## src/rtl/imm_gen_pkg.sv

```systemverilog
// Purpose: shared opcode constants and immediate-format codes for the immediate generator.
// Contents: RV base opcodes that carry an immediate, plus the imm_fmt encoding seen on the
//           imm_gen_pipe output port (0=NONE 1=I 2=S 3=B 4=U 5=J).
package imm_gen_pkg;

   localparam logic [6:0] OP_LOAD   = 7'b0000011;
   localparam logic [6:0] OP_IMM    = 7'b0010011;
   localparam logic [6:0] OP_IMM32  = 7'b0011011;
   localparam logic [6:0] OP_JALR   = 7'b1100111;
   localparam logic [6:0] OP_STORE  = 7'b0100011;
   localparam logic [6:0] OP_BRANCH = 7'b1100011;
   localparam logic [6:0] OP_LUI    = 7'b0110111;
   localparam logic [6:0] OP_AUIPC  = 7'b0010111;
   localparam logic [6:0] OP_JAL    = 7'b1101111;

   typedef enum logic [2:0] {
      FMT_NONE = 3'd0,
      FMT_I    = 3'd1,
      FMT_S    = 3'd2,
      FMT_B    = 3'd3,
      FMT_U    = 3'd4,
      FMT_J    = 3'd5
   } imm_fmt_e;

endpackage

```

## src/rtl/imm_decode.sv

```systemverilog
// Purpose: combinational immediate decoder, instruction word -> sign-extended immediate + format.
// Ports:   instruction (in, 32) -> imm (XLEN), fmt (format code), illegal (opcode has no format).
// Latency: zero cycles, purely combinational; no handshake.
module imm_decode
   import imm_gen_pkg::*;
#(
   parameter int XLEN      = 64,
   parameter int BR_SCALED = 1
) (
   input  logic [31:0]     instruction,
   output logic [XLEN-1:0] imm,
   output imm_fmt_e        fmt,
   output logic            illegal
);

   // Everything is built at 64 bits and truncated, so the XLEN=32 case needs no
   // special handling (U-type then fills the word exactly with no extension).
   logic [63:0] imm64;
   logic        s;

   assign s = instruction[31];

   always_comb begin
      imm64   = '0;
      fmt     = FMT_NONE;
      illegal = 1'b0;
      case (instruction[6:0])
         OP_LOAD, OP_IMM, OP_IMM32, OP_JALR: begin
            imm64 = {{52{s}}, instruction[31:20]};
            fmt   = FMT_I;
         end
         OP_STORE: begin
            imm64 = {{52{s}}, instruction[31:25], instruction[11:7]};
            fmt   = FMT_S;
         end
         OP_BRANCH: begin
            // Unscaled mode keeps the legacy half-word offset (no implicit bit 0).
            if (BR_SCALED != 0)
               imm64 = {{51{s}}, instruction[31], instruction[7], instruction[30:25],
                        instruction[11:8], 1'b0};
            else
               imm64 = {{52{s}}, instruction[31], instruction[7], instruction[30:25],
                        instruction[11:8]};
            fmt = FMT_B;
         end
         OP_LUI, OP_AUIPC: begin
            imm64 = {{32{s}}, instruction[31:12], 12'b0};
            fmt   = FMT_U;
         end
         OP_JAL: begin
            if (BR_SCALED != 0)
               imm64 = {{43{s}}, instruction[31], instruction[19:12], instruction[20],
                        instruction[30:21], 1'b0};
            else
               imm64 = {{44{s}}, instruction[31], instruction[19:12], instruction[20],
                        instruction[30:21]};
            fmt = FMT_J;
         end
         default: begin
            illegal = 1'b1;
         end
      endcase
   end

   assign imm = imm64[XLEN-1:0];

endmodule

```

## src/rtl/imm_gen_pipe.sv

```systemverilog
// Purpose: pipelined immediate generator; decodes each accepted instruction into a DEPTH-entry FIFO.
// Ports:   in_valid/in_ready/instruction/in_tag on the input side, out_valid/out_ready/imm_data/
//          imm_fmt/imm_illegal/out_tag on the output side, plus clk, synchronous reset and flush.
// Latency: one cycle from accept to head; in_ready is purely registered (no out_ready->in_ready path).
module imm_gen_pipe
   import imm_gen_pkg::*;
#(
   parameter int XLEN      = 64,
   parameter int DEPTH     = 2,
   parameter int TAG_W     = 8,
   parameter int BR_SCALED = 1
) (
   input  logic             clk,
   input  logic             reset,
   input  logic             flush,
   input  logic             in_valid,
   output logic             in_ready,
   input  logic [31:0]      instruction,
   input  logic [TAG_W-1:0] in_tag,
   output logic             out_valid,
   input  logic             out_ready,
   output logic [XLEN-1:0]  imm_data,
   output logic [2:0]       imm_fmt,
   output logic             imm_illegal,
   output logic [TAG_W-1:0] out_tag
);

   localparam int PW = (DEPTH > 1) ? $clog2(DEPTH) : 1;
   localparam int CW = $clog2(DEPTH + 1);
   localparam logic [PW-1:0] LAST_PTR = PW'(DEPTH - 1);
   localparam logic [CW-1:0] FULL_CNT = CW'(DEPTH);

   logic [XLEN-1:0]  dec_imm;
   imm_fmt_e         dec_fmt;
   logic             dec_illegal;

   logic [XLEN-1:0]  mem_imm [DEPTH];
   logic [2:0]       mem_fmt [DEPTH];
   logic             mem_ill [DEPTH];
   logic [TAG_W-1:0] mem_tag [DEPTH];

   logic [PW-1:0]    wr_ptr;
   logic [PW-1:0]    rd_ptr;
   logic [CW-1:0]    count;
   logic             push;
   logic             pop;

   imm_decode #(
      .XLEN      (XLEN),
      .BR_SCALED (BR_SCALED)
   ) u_decode (
      .instruction (instruction),
      .imm         (dec_imm),
      .fmt         (dec_fmt),
      .illegal     (dec_illegal)
   );

   // Explicit wrap so non-power-of-two depths cycle correctly.
   function automatic logic [PW-1:0] ptr_inc(input logic [PW-1:0] p);
      return (p == LAST_PTR) ? '0 : p + 1'b1;
   endfunction

   assign in_ready  = (count != FULL_CNT);
   assign out_valid = (count != '0);
   assign push      = in_valid & in_ready & ~flush;
   assign pop       = out_valid & out_ready & ~flush;

   always_ff @(posedge clk) begin
      if (reset || flush) begin
         wr_ptr <= '0;
         rd_ptr <= '0;
         count  <= '0;
      end else begin
         if (push) wr_ptr <= ptr_inc(wr_ptr);
         if (pop)  rd_ptr <= ptr_inc(rd_ptr);
         case ({push, pop})
            2'b10:   count <= count + 1'b1;
            2'b01:   count <= count - 1'b1;
            default: count <= count;
         endcase
      end
   end

   // Payload storage needs no reset: it is only observed through the out_valid gate below.
   always_ff @(posedge clk) begin
      if (push) begin
         mem_imm[wr_ptr] <= dec_imm;
         mem_fmt[wr_ptr] <= dec_fmt;
         mem_ill[wr_ptr] <= dec_illegal;
         mem_tag[wr_ptr] <= in_tag;
      end
   end

   assign imm_data    = out_valid ? mem_imm[rd_ptr] : '0;
   assign imm_fmt     = out_valid ? mem_fmt[rd_ptr] : 3'd0;
   assign imm_illegal = out_valid ? mem_ill[rd_ptr] : 1'b0;
   assign out_tag     = out_valid ? mem_tag[rd_ptr] : '0;

endmodule

```

## config.mk

```make
export PLATFORM = sky130hd
export DESIGN_NAME = imm_gen_pipe
export DESIGN_NICKNAME = d
export VERILOG_FILES = /design/src/rtl/imm_gen_pkg.sv /design/src/rtl/imm_decode.sv /design/src/rtl/imm_gen_pipe.sv
export SDC_FILE = /design/constraint.sdc
export NUM_CORES = 1
export LEC_CHECK = 0
export ABC_AREA = 1
export CORE_MARGIN = 2
export CORE_UTILIZATION = 45
export CTS_CLUSTER_SIZE = 8
export DETAILED_ROUTE_END_ITERATION = 6
export PLACE_DENSITY = 0.83
export RECOVER_POWER = 100
export SYNTH_ARGS = -nofsm -noshare
export SYNTH_HDL_FRONTEND = slang
export SYNTH_SLANG_ARGS = --single-unit
```

## constraint.sdc

```tcl
create_clock -name clk -period 3.7 [get_ports clk]
set_input_delay 0.74 -clock clk [delete_from_list [all_inputs] [get_ports clk]]
set_output_delay 0.74 -clock clk [all_outputs]
set_load 0.03 [all_outputs]
```

# Yosys cells after proc, flatten, opt, wreduce, memory -nomap -nowiden
# Memory sizes are Yosys's and may differ from the RTL's. A register that Yosys moved wholly into a read port is not among the register bits.
# Index checks and enable logic that the tools add are counted.
op_classes:
  addsub: 4
  mul: 0
  n_div: 0
  magnitude_cmp: 0
  eq_ne: 12
  shifts: 0
  mux: 20
  bitwise: 5
  n_reduce_logical: 6
op_table:
  columns: ["operator", "count"]
  rows:
  - ["one-hot mux 64 bit (5 select lines)", 1]
  - ["2-to-1 mux 64 bit", 1]
  - ["== test 7 x 5 -> 1 bit (second input constant)", 3]
  - ["== test 7 bit (second input constant)", 3]
  - ["one-hot mux 3 bit (5 select lines)", 1]
  - ["== test 7 x 6 -> 1 bit (second input constant)", 2]
  - ["2-to-1 mux 1 bit", 14]
  - ["OR reduction 9 bit", 1]
  - ["2-to-1 mux 8 bit", 1]
  - ["== test 7 x 2 -> 1 bit (second input constant)", 1]
  - ["bitwise AND 1 bit", 4]
  - ["one-hot mux 2 bit (2 select lines)", 1]
  - ["nonzero test 2 bit", 2]
  - ["OR reduction 4 bit", 1]
  - ["2-to-1 mux 3 bit", 1]
  - ["adder 1 bit (second input constant)", 2]
  - ["adder 2 x 1 -> 2 bit (second input constant)", 1]
  - ["== test 2 x 1 -> 1 bit (second input constant)", 1]
  - ["== test 2 bit (second input constant)", 1]
  - ["!= test 2 bit (second input constant)", 1]
  - ["OR reduction 2 bit", 1]
  - ["subtractor 2 x 1 -> 2 bit (second input constant)", 1]
  - ["logical OR 1 bit", 1]
  - ["NOT 1 bit", 1]
word_totals:
  ff_bits: 4
  latchBits: 0
  ram_bits: 152
  mem_bits_ro: 0
  input_bits: 45
  word_cells: 54
  n_memories: 4
mem_list:
  columns: ["memory", "words", "word_bits", "read_ports", "rd_clocked_by_memory_dff", "write_ports", "line_no", "source"]
  rows:
  - ["mem_imm", 2, 64, 1, 1, 1, "imm_gen_pipe.sv:37", "logic [XLEN-1:0] mem_imm [DEPTH];"]
  - ["mem_tag", 2, 8, 1, 1, 1, "imm_gen_pipe.sv:40", "logic [TAG_W-1:0] mem_tag [DEPTH];"]
  - ["mem_fmt", 2, 3, 1, 1, 1, "imm_gen_pipe.sv:38", "logic [2:0] mem_fmt [DEPTH];"]
  - ["mem_ill", 2, 1, 1, 1, 1, "imm_gen_pipe.sv:39", "logic mem_ill [DEPTH];"]

# Depth between registers and ports, before layout
# Gate-level depths: netlist (run 1).
depth:
  ltp_word: 5
  depth_mapped: 10
  ltp_nobuf: 10

# Cells and area by module
# Synthesis (run 1) repeated with hierarchy kept, for this count alone.
unflattened:
  hier_cells: 700
  hier_area_um2: 7339.5
modules_own_cells:
  columns: ["mod", "n_inst", "cells_each", "area_per_inst_um2", "seq_area_each_um2"]
  rows:
  - ["imm_gen_pipe", 1, 446, 6118.4, 4664.5]
  - ["imm_decode", 1, 254, 1221.2, 0.0]

# Least setup slack after synthesis (run 1)
# OpenSTA, ideal clock, no wires.
synth_path:
  path_type: "flip-flop to output port"
  startpoint: "register count[0]"
  endpoint: "output port imm_data[32]"
  t_arrival_ps: 3101
  required_time_ps: 2960
  path_slack_ps: -141
  path_stages_with_launch: 7
  n_path_buf: 2
  cell_sequence: "dfxtp_1 > inv_1 > nand2_1 > clkinv_1 > buf_2 > a21oi_1 > buf_4"
synth_via:
  elab_chain_len: 2
synth_lines:
  columns: ["element", "line_no", "source"]
  rows:
  - ["start, declared", "imm_gen_pipe.sv:44", "logic [CW-1:0] count;"]
  - ["start signal, assigned", "imm_gen_pipe.sv:77", "2'b10: count <= count + 1'b1;"]
  - ["start signal, assigned", "imm_gen_pipe.sv:78", "2'b01: count <= count - 1'b1;"]
  - ["start signal, assigned", "imm_gen_pipe.sv:79", "default: count <= count;"]
  - ["nonzero test 2 bit", "imm_gen_pipe.sv:64", "assign out_valid = (count != '0);"]
  - ["via out_valid", "imm_gen_pipe.sv:20", "output logic out_valid,"]
  - ["2-to-1 mux 64 bit", "imm_gen_pipe.sv:94", "assign imm_data = out_valid ? mem_imm[rd_ptr] : '0;"]
  - ["end, declared", "imm_gen_pipe.sv:22", "output logic [XLEN-1:0] imm_data,"]
# The timed path passes the listed nets, and every way through them passes these cells.

==> results of run 1 <==
worst reg2reg max path: cells and delay by family (launching register included):
kind                   cells  cell delay, ns
buffers and inverters      2            1.11
and+or+nand+nor            3            0.52
DFF                        1            0.38
cell type report:
type,count,area [µm²]
clock buffer,9,123.9
clock inverter,6,87.58
fill,867,4342
inverter,25,93.84
multi-input combinational,342,1470
sequential,93,2743
tap,136,170.2
timing repair buffer,137,1201
synth_stat cells, drive strengths merged:
library cell  instances
inv                  23
nand4                 1
nor2                 49
clkbuf                9
nand3                56
a21oi                49
ha                    1
dfxtp                 5
nand2               180
buf                  51
o21ai                 5
nand3b                1
edfxtp               88
clkinv                2
layout by cell type (no fill, tap or decap), types with 2 or more instances in the layout:
| cell | instances |
|---|---|
| dfxtp_1 | 5 |
| clkbuf_8 | 9 |
| edfxtp_1 | 88 |
| inv_1 | 21 |
| o21ai_0 | 5 |
| inv_2 | 2 |
| dlygate4sd3_1 | 69 |
| clkbuf_1 | 22 |
| clkdlybuf4s50_1 | 34 |
| nor2_4 | 3 |
| nand2_1 | 179 |
| nor2_2 | 2 |
| nand3_1 | 56 |
| nor2_1 | 44 |
| clkinv_1 | 3 |
| bufinv_16 | 2 |
| a21oi_1 | 48 |
| buf_4 | 11 |
| clkinvlp_4 | 2 |
state kept, by name (all words and copies together) (netlist names), named ones only:
register	count
count	2
mem_imm	64
mem_ill	2
mem_fmt	6
wr_ptr	1
mem_tag	16
rd_ptr	1
worst min-delay path by stage:
stage | from | end | slack (ns) | cells past startpoint
6_report | rd_ptr$_SDFFE_PP0P_ | rd_ptr$_SDFFE_PP0P_ | 0.48 | 2
5_1_grt | rd_ptr$_SDFFE_PP0P_ | flop | 0.52 | 2
4_1_cts | rd_ptr$_SDFFE_PP0P_ | rd_ptr$_SDFFE_PP0P_ | 0.48 | 2
3_5_place_dp | rd_ptr$_SDFFE_PP0P_ | rd_ptr$_SDFFE_PP0P_ | 0.46 | 2
3_3_place_gp | count[0]$_SDFFE_PP0P_ | count[0]$_SDFFE_PP0P_ | 0.45 | 1
2_1_floorplan | count[0]$_SDFFE_PP0P_ | count[0]$_SDFFE_PP0P_ | 0.44 | 1
report_power, final:
group | internal, W | switching [W] | total (W)
Combinational | 0.0000945 | 0.000167 | 0.000262
Sequential | 0.00118 | 0.00000907 | 0.00119
Clock | 0.000377 | 0.000348 | 0.000725
Total | 0.00165 | 0.000524 | 0.00218
layer usage:
metal	up-vias	wire (µm)	share of wire [%]
li1	1863	-	-
met1	1816	4490	39
met2	217	5848	51
met3	22	997	8.6
met4	0	202	1.8
met5	-	0	0
stage by stage:
| step | hold WS (ns) | utilization, % |
|---|---|---|
| 6_report | 0.4768 | 57.56 |
| 5_1_grt | 0.5208 | 57.56 |
| 4_1_cts | 0.4761 | 58.54 |
| 3_5_place_dp | 0.4614 | 56.48 |
| 3_3_place_gp | 0.4530 | 56.48 |
| 2_1_floorplan | 0.4434 | - |
kinds of logic after synthesis:
group,count (synthesis),synth area share [%]
simple gates,287,25.29
fa+ha+maj,1,0.2673
compound gates,54,5.775
flops,93,58.61
buf+inv,85,10.05
==> results.toml, run 1 <==
[yosys]
ys_seq_elements = 93
synth_cells = 520
syn_avg_cell_area_um2 = 8.999
ys_types = 20
yosys.area.top_type = "edfxtp_1"
ys_seq_area_share_pct = 58.61
ys_warn_count = 0
synth_top_area_share_pct = 56.47
synth_area_leaders = "edfxtp_1, nand2_1, nand3_1"
syn_area_mm2 = 0.004679
syn_nets = 566

[routing]
firstDrtPassIters = 5
vias = 3918
drt-total-wl_um = 11540
avgRoutedWirePerCell_um = 15.43
drtIter0Drc = 329
avgViaCountPerCell = 5.238
ant_nets = 0
drc = 0

[global_route]
grt_usage_pct = 21.03
grt_max_degree = 34
antenna_found_initial = 0
grt.overflow.total = 0
grt_use_met2_pct = 35.85
met1_usage_pct = 26.70
grt_pass1_vias = 3713
top_usage_layer = "met2"
grt_pass1_wl_um = 18400
grt_use_met3_pct = 4.966

[clock_tree]
ctsResizeCount = 0
cts-htree-levels = 3
numCtsBuffers = 9
cts_root_buf = "clkbuf_8"
clockBufferDepth = 2
clk_latency_ns = 0.36
holdBufCountCts = 0
path_clk_slew_ns = 0.09
post_cts_buffers = 0
cts_tree = "built"
clock-sinks = 93

[placed_design]
dp_slack_ns = 0.5683
dpl_cell_area_mm2 = 0.005778
port_buffers = 122
dp.cells = 733
globalplace.congestion = 0.8743
dp_hpwl_um = 8089

[timing]
tightest_slew_ns = 1.376
fin_skew_ns = 0.005954
relSlewSlack_pct = 8.244
hold_viol = 0
period_minus_slack_ns = 3.336
drv_slew = 0
tns_ns = 0
rsz0062_at_grt = "no"
worst_slack_ns = 0.3640
setup_viol = 0
fmax_ghz = 0.2998
min_period_over_period_pct = 90.16

[worst_setup_path]
path_delay_family = "buffers and inverters"
r2r_end = "mem_tag[0][1]$_DFFE_PP_"
end_kind = "output port"
path_cells = "clkinv_1 -> buf_4 -> nand2_1 -> a21oi_1 -> dlygate4sd3_1"
arrival_ns = 2.60
ff2ff_setup_slack_ns = 1.31
crit_path_top_delay_cell = "dlygate4sd3_1"
critPathRequiredTime_ns = 2.96
slowest_delay_ns = 0.71
reg2reg_from = "count[0]$_SDFFE_PP0P_"
cp_num_cells = 5
worstSetupEndpoint = "imm_data[7]"
cp_max_fo = 20
critPathLaunchType = "flop"
critPathBufInv = 3
path_class = "flop to output port"
reg2reg_depth = 5

[power_and_ir_drop]
pwr_density_cell_mw_per_mm2 = 369.6
p_total_w = 0.002176
p_leak_nw = 2.550
peakVddDrop_mv = 0.2348

[layout]
finalNonFillerCells = 748
drive_gt1_share_pct = 5.719
finalNetCount = 654
areaGrowthSynthToFinish_pct = 25.86
design_area_mm2 = 0.005889
antennaDiodeCount = 0

[floorplan]
die_w_um = 106.0
die_h_um = 106.0
core_area_mm2 = 0.01023
start_util_pct = 45.74
rows = 37
fp.dieArea_mm2 = 0.01123
pin_count = 123

[status]
status = "complete, no violations"

[worst_hold_path]
hold_class = "flop to flop"

[flow_run]
maxCapViolCount = 0
(Power assumes the default switching activity.)
==> run 2, diff against run 1 <==
--- a/config.mk
+++ b/config.mk
@@ -10,6 +10,7 @@
 export CORE_UTILIZATION = 45
 export CTS_CLUSTER_SIZE = 8
 export DETAILED_ROUTE_END_ITERATION = 6
+export GPL_TIMING_DRIVEN = 0
 export PLACE_DENSITY = 0.83
 export RECOVER_POWER = 100
 export SYNTH_ARGS = -nofsm -noshare
==> run 2 against run 1 <==
Compared with the run above: routed wire length increased by 2.2%; via count increased by 3.6%; combinational power increased by 10%; clock skew increased by 0.0058 ns; utilization increased by 4.1 points; setup slack got worse by 0.21 ns; global-route usage increased by 0.053 points; count of clock-buffer cells in the layout increased by 1; hold slack improved by 0.0024 ns; die area unchanged; largest cell class unchanged.
==> results.toml, run 2 (same netlist as run 1, synthesis figures left out) <==
[placed_design]
port_buffers = 122
dp_slack_ns = -0.1870
dp_hpwl_um = 8427
globalplace.congestion = 0.9282

[worst_setup_path]
path_class = "flop to output port"
critPathBufInv = 5
critPathRequiredTime_ns = 2.96
arrival_ns = 2.81
path_delay_family = "buffers and inverters"
end_kind = "output port"
slowest_delay_ns = 0.59
ff2ff_setup_slack_ns = 0.81
path_cells = "clkbuf_2 -> clkinv_1 -> nand2_1 -> a21oi_1 -> buf_12 -> clkbuf_4 -> clkdlybuf4s50_1"
cp_max_fo = 17
critPathLaunchType = "flop"
crit_path_top_delay_cell = "clkdlybuf4s50_1"

[floorplan]
die_w_um = 106.0
rows = 37
core_area_mm2 = 0.01023
die_h_um = 106.0
fp.dieArea_mm2 = 0.01123
start_util_pct = 45.74
pin_count = 123

[clock_tree]
cts_root_buf = "clkbuf_8"
path_clk_slew_ns = 0.09
cts_tree = "built"
clockBufferDepth = 2
numCtsBuffers = 9
cts-htree-levels = 3
clock-sinks = 93
holdBufCountCts = 0
clk_latency_ns = 0.35

[timing]
rsz0062_at_grt = "no"
period_minus_slack_ns = 3.546
setup_viol = 0
fmax_ghz = 0.2820
hold_viol = 0
tns_ns = 0
tightest_slew_ns = 1.139
worst_slack_ns = 0.1538
fin_skew_ns = 0.01172
min_period_over_period_pct = 95.84
drv_slew = 0
relSlewSlack_pct = 23.80

[routing]
avgViaCountPerCell = 5.094
drc = 0
vias = 4060
firstDrtPassIters = 5
drtIter0Drc = 307
top_layer_used = "met5"
drt-total-wl_um = 11790
wl_met3_um = 891
avgRoutedWirePerCell_um = 14.80
ant_nets = 0
wl_met2_um = 5821
wl_met1_um = 4901

[flow_run]
maxCapViolCount = 0

[layout]
largestRegisters = "mem_imm x64, mem_tag x16, mem_fmt x6"
largest_reg_flops = 64
areaGrowthSynthToFinish_pct = 34.79
final_cell_mix = "nand2_1, edfxtp_1, dlygate4sd3_1"
antennaDiodeCount = 0
drive_gt1_share_pct = 10.74
layout_commonest_cell = "nand2_1"
regMostFlops = "mem_imm"
finalNetCount = 702

[global_route]
grt_usage_pct = 21.08
grt_pass1_wl_um = 18570
grt_pass1_vias = 3839
antenna_found_initial = 1
grt_max_degree = 34
grt.overflow.total = 0

[power_and_ir_drop]
peakVddDrop_mv = 0.2356
pwr_density_cell_mw_per_mm2 = 351.3
p_total_w = 0.002216
p_leak_nw = 2.771

[status]
status = "complete, no violations"

[worst_hold_path]
hold_class = "flop to flop"
-- run 2: cell types whose count changed in the layout (fill, tap and decap cells not counted), moves of 3 or more --
cell / before / now
buf_2: 0 / 12
clkbuf_1: 22 / 12
clkbuf_2: 1 / 4
clkbuf_4: 0 / 22
clkdlybuf4s50_1: 34 / 60
dlygate4sd3_1: 69 / 62
-- run 2: per-layer routing --
metal	up-vias	GRT usage, %
met5	-	0
met4	2	6.391
met3	18	4.721
met2	193	36.31
met1	1885	26.62
li1	1962	-
-- run 2: final timing paths --
kind	startpoint	to	cells after the start
max	flop	imm_data[47]	7
min	rd_ptr$_SDFFE_PP0P_	flop	2
max reg2reg	count[0]$_SDFFE_PP0P_	mem_imm[0][62]$_DFFE_PP_	5
min reg2reg	rd_ptr$_SDFFE_PP0P_	flop	2
-- run 2: area by class of cell --
class | instances | area [µm²]
Multi-Input combinational cell | 343 | 1468
Tap cell | 136 | 170.2
Inverter | 25 | 93.84
Timing Repair Buffer | 125 | 1251
Fill cell | 868 | 3924
Sequential cell | 93 | 2743
Clock buffer | 10 | 127.6
Clock inverter | 6 | 87.58
Buffer | 59 | 366.6
-- run 2: where the power goes --
group	internal (W)	switching [W]
Combinational	0.000118	0.000171
Sequential	0.00118	0.00000830
Clock	0.000380	0.000358
-- run 2: tightest hold or removal path, cell delays in order, from the launching register on --
cell and delay (ns):
dfxtp_1 0.31, inv_1 0.07, a21oi_1 0.06
-- run 2: per-stage QoR --
step                      util [%]  area (µm²)  std cells  hold slack (ns)
after global placement       59.37        6075        778           0.4529
after global routing         61.65        6307        797           0.5195
after detailed placement     59.91        6130        780           0.4640
after CTS                    62.41        6385        797           0.4771
after floorplan                  -        4683        520           0.4434
final                        61.65        6307        797           0.4792
-- run 2: timing repair --
item,in CTS,in global routing
endpoints found under the hold margin,0,0
resized for setup,2,2
gates cloned,1,0
buffers inserted,1,0
pin swaps,1,0
setup endpoints to repair,33,15
==> run 3, diff against run 2 <==
--- a/config.mk
+++ b/config.mk
@@ -6,7 +6,7 @@
 export NUM_CORES = 1
 export LEC_CHECK = 0
 export ABC_AREA = 1
-export CORE_MARGIN = 2
+export ABC_CLOCK_PERIOD_IN_PS = 3700
 export CORE_UTILIZATION = 45
 export CTS_CLUSTER_SIZE = 8
 export DETAILED_ROUTE_END_ITERATION = 6
==> run 3 against run 2 <==
Compared with the run above: sequential share of layout area shrank 0.12 points; count of clock-buffer cells in the layout shrank 1; sequential power is essentially flat; flip-flop and latch count is the same; setup slack gained 0.040 ns; routed wire length shrank 0.80%; critical endpoint is now imm_data[38]; largest cell class unchanged; non-clock buffer count is the same; maximum frequency grew 1.1%; die area shrank 3.7%; utilization grew 2.2 points; final cell count shrank 0.63%; largest power group unchanged; global-route usage grew 1.3 points.
==> results.toml, run 3 (same netlist as run 1, synthesis figures left out) <==
[timing]
drv_slew = 0
min_period_over_period_pct = 94.77
setup_viol = 0
fin_skew_ns = 0.01035
period_minus_slack_ns = 3.506
rsz0062_at_grt = "no"
holdWs_ns = 0.4808
hold_viol = 0
worst_slack_ns = 0.1936
fmax_ghz = 0.2852
tightest_slew_ns = 1.183
relSlewSlack_pct = 20.81

[placed_design]
dp.cells = 777
port_buffers = 122
globalplace.congestion = 0.9052
dp_slack_ns = -0.1758
dp_hpwl_um = 8459

[floorplan]
rows = 36
start_util_pct = 47.22
pin_count = 123
die_h_um = 104.0
core_area_mm2 = 0.009910
die_w_um = 104.0
fp.dieArea_mm2 = 0.01081

[layout]
areaGrowthSynthToFinish_pct = 35.16
antennaDiodeCount = 0
register_area_mm2 = 0.002743
layout_commonest_cell = "nand2_1"
drive_gt1_share_pct = 10.77
fill_cells = 821
multi_input_area_mm2 = 0.001479
regMostFlops = "mem_imm"
largest_reg_flops = 64
finalNetCount = 702
finalNonFillerCells = 792
largestRegisters = "mem_imm x64, mem_tag x16, mem_fmt x6"
final_cell_mix = "nand2_1, edfxtp_1, clkdlybuf4s50_1"

[global_route]
grt_pass1_vias = 3923
antenna_found_initial = 0
grt_usage_pct = 22.43
grt.overflow.total = 0
grt_pass1_wl_um = 19000
grt_max_degree = 35

[worst_setup_path]
arrival_ns = 2.77
crit_path_top_delay_cell = "clkdlybuf4s50_1"
reg2reg_depth = 5
critPathRequiredTime_ns = 2.96
critPathLaunchType = "flop"
path_class = "flop to output port"
end_kind = "output port"
cp_max_fo = 17
path_cells = "clkbuf_2 -> clkinv_1 -> nand2_1 -> a21oi_4 -> buf_12 -> clkbuf_4 -> clkdlybuf4s50_1"
slowest_delay_ns = 0.59

[routing]
ant_nets = 0
firstDrtPassIters = 5
vias = 4012
drc = 0
drt-total-wl_um = 11700
avgViaCountPerCell = 5.066
avgRoutedWirePerCell_um = 14.77
drtIter0Drc = 210

[worst_hold_path]
whs_path_depth = 2
hold_class = "flop to flop"

[clock_tree]
cts-htree-levels = 3
clock-sinks = 93
cts_tree = "built"
path_clk_slew_ns = 0.08
cts_root_buf = "clkbuf_8"
numCtsBuffers = 9
clk_latency_ns = 0.36
clockBufferDepth = 2

[power_and_ir_drop]
p_sw_share_pct = 23.07
intPower_w = 0.001738
comb_power_share_pct = 12.8
p_switching_w = 0.0005212
pwr_density_cell_mw_per_mm2 = 357.2
clkPwrFrac_pct = 34.6
sequentialPowerShare_pct = 52.6
p_leak_nw = 2.759
peakVddDrop_mv = 0.2237

[status]
status = "complete, no violations"

[flow_run]
maxCapViolCount = 0
-- run 3: repair_timing --
| action | 4_1_cts | 5_1_grt |
|---|---|---|
| buffers inserted | 1 | 0 |
| hold buffers | 0 | 0 |
| hold endpoints to repair | 0 | 0 |
| gates cloned | 1 | 0 |
| setup endpoints to repair | 33 | 15 |
| gates resized for setup | 2 | 2 |
| pin swaps | 1 | 0 |
-- run 3: critical path, delay by kind of cell (launching register included) --
family / cells / cell delay [ns]
AO/OA/AOI/OAI: 1 / 0.11
buffers and inverters: 5 / 1.60
flip-flops: 1 / 0.31
AND/OR/NAND/NOR: 1 / 0.40
-- run 3: cell type report --
type | count | area share, %
well taps | 133 | 2.631
multi-input cells | 343 | 23.38
repair buffers | 125 | 19.78
plain buffers | 59 | 5.796
clock buffers | 9 | 1.958
clock inverters | 5 | 1.602
inverters | 25 | 1.484
flip-flops and latches | 93 | 43.36
-- run 3: stage by stage --
step	util, %	power (W)	setup TNS, ns	area [µm²]
2_1_floorplan	-	0.001367	0	4683
3_3_place_gp	61.26	0.001502	-82.96	6071
3_5_place_dp	61.82	0.001513	-4.970	6126
4_1_cts	64.49	0.002282	0	6391
5_1_grt	63.83	0.002338	0	6325
6_report	63.83	0.002259	0	6325
-- run 3: power by group through the flow --
stage          registers, W  clock network [W]  logic, W
6_report            0.00119           0.000782  0.000289
5_1_grt             0.00119           0.000836  0.000310
4_1_cts             0.00119           0.000789  0.000305
3_5_place_dp        0.00121                  0  0.000301
3_3_place_gp        0.00121                  0  0.000289
2_1_floorplan       0.00121                  0  0.000155
-- run 3: final timing paths --
path,start,to,slack [ns]
worst max register to register,count[0]$_SDFFE_PP0P_,mem_imm[1][29]$_DFFE_PP_,0.83
worst min-delay path,rd_ptr$_SDFFE_PP0P_,rd_ptr$_SDFFE_PP0P_,0.48
worst min register to register,rd_ptr$_SDFFE_PP0P_,rd_ptr$_SDFFE_PP0P_,0.48
worst max-delay path,flop,imm_data[38],0.19
-- run 3: per-layer routing --
layer  routed length (µm)  vias up  global-route usage (%)
met2                 5670      204                   39.19
li1                     -     1969                       -
met4                  220        0                   5.918
met1                 4827     1815                   27.71
met5                    0        -                       0
met3                  982       24                   5.388
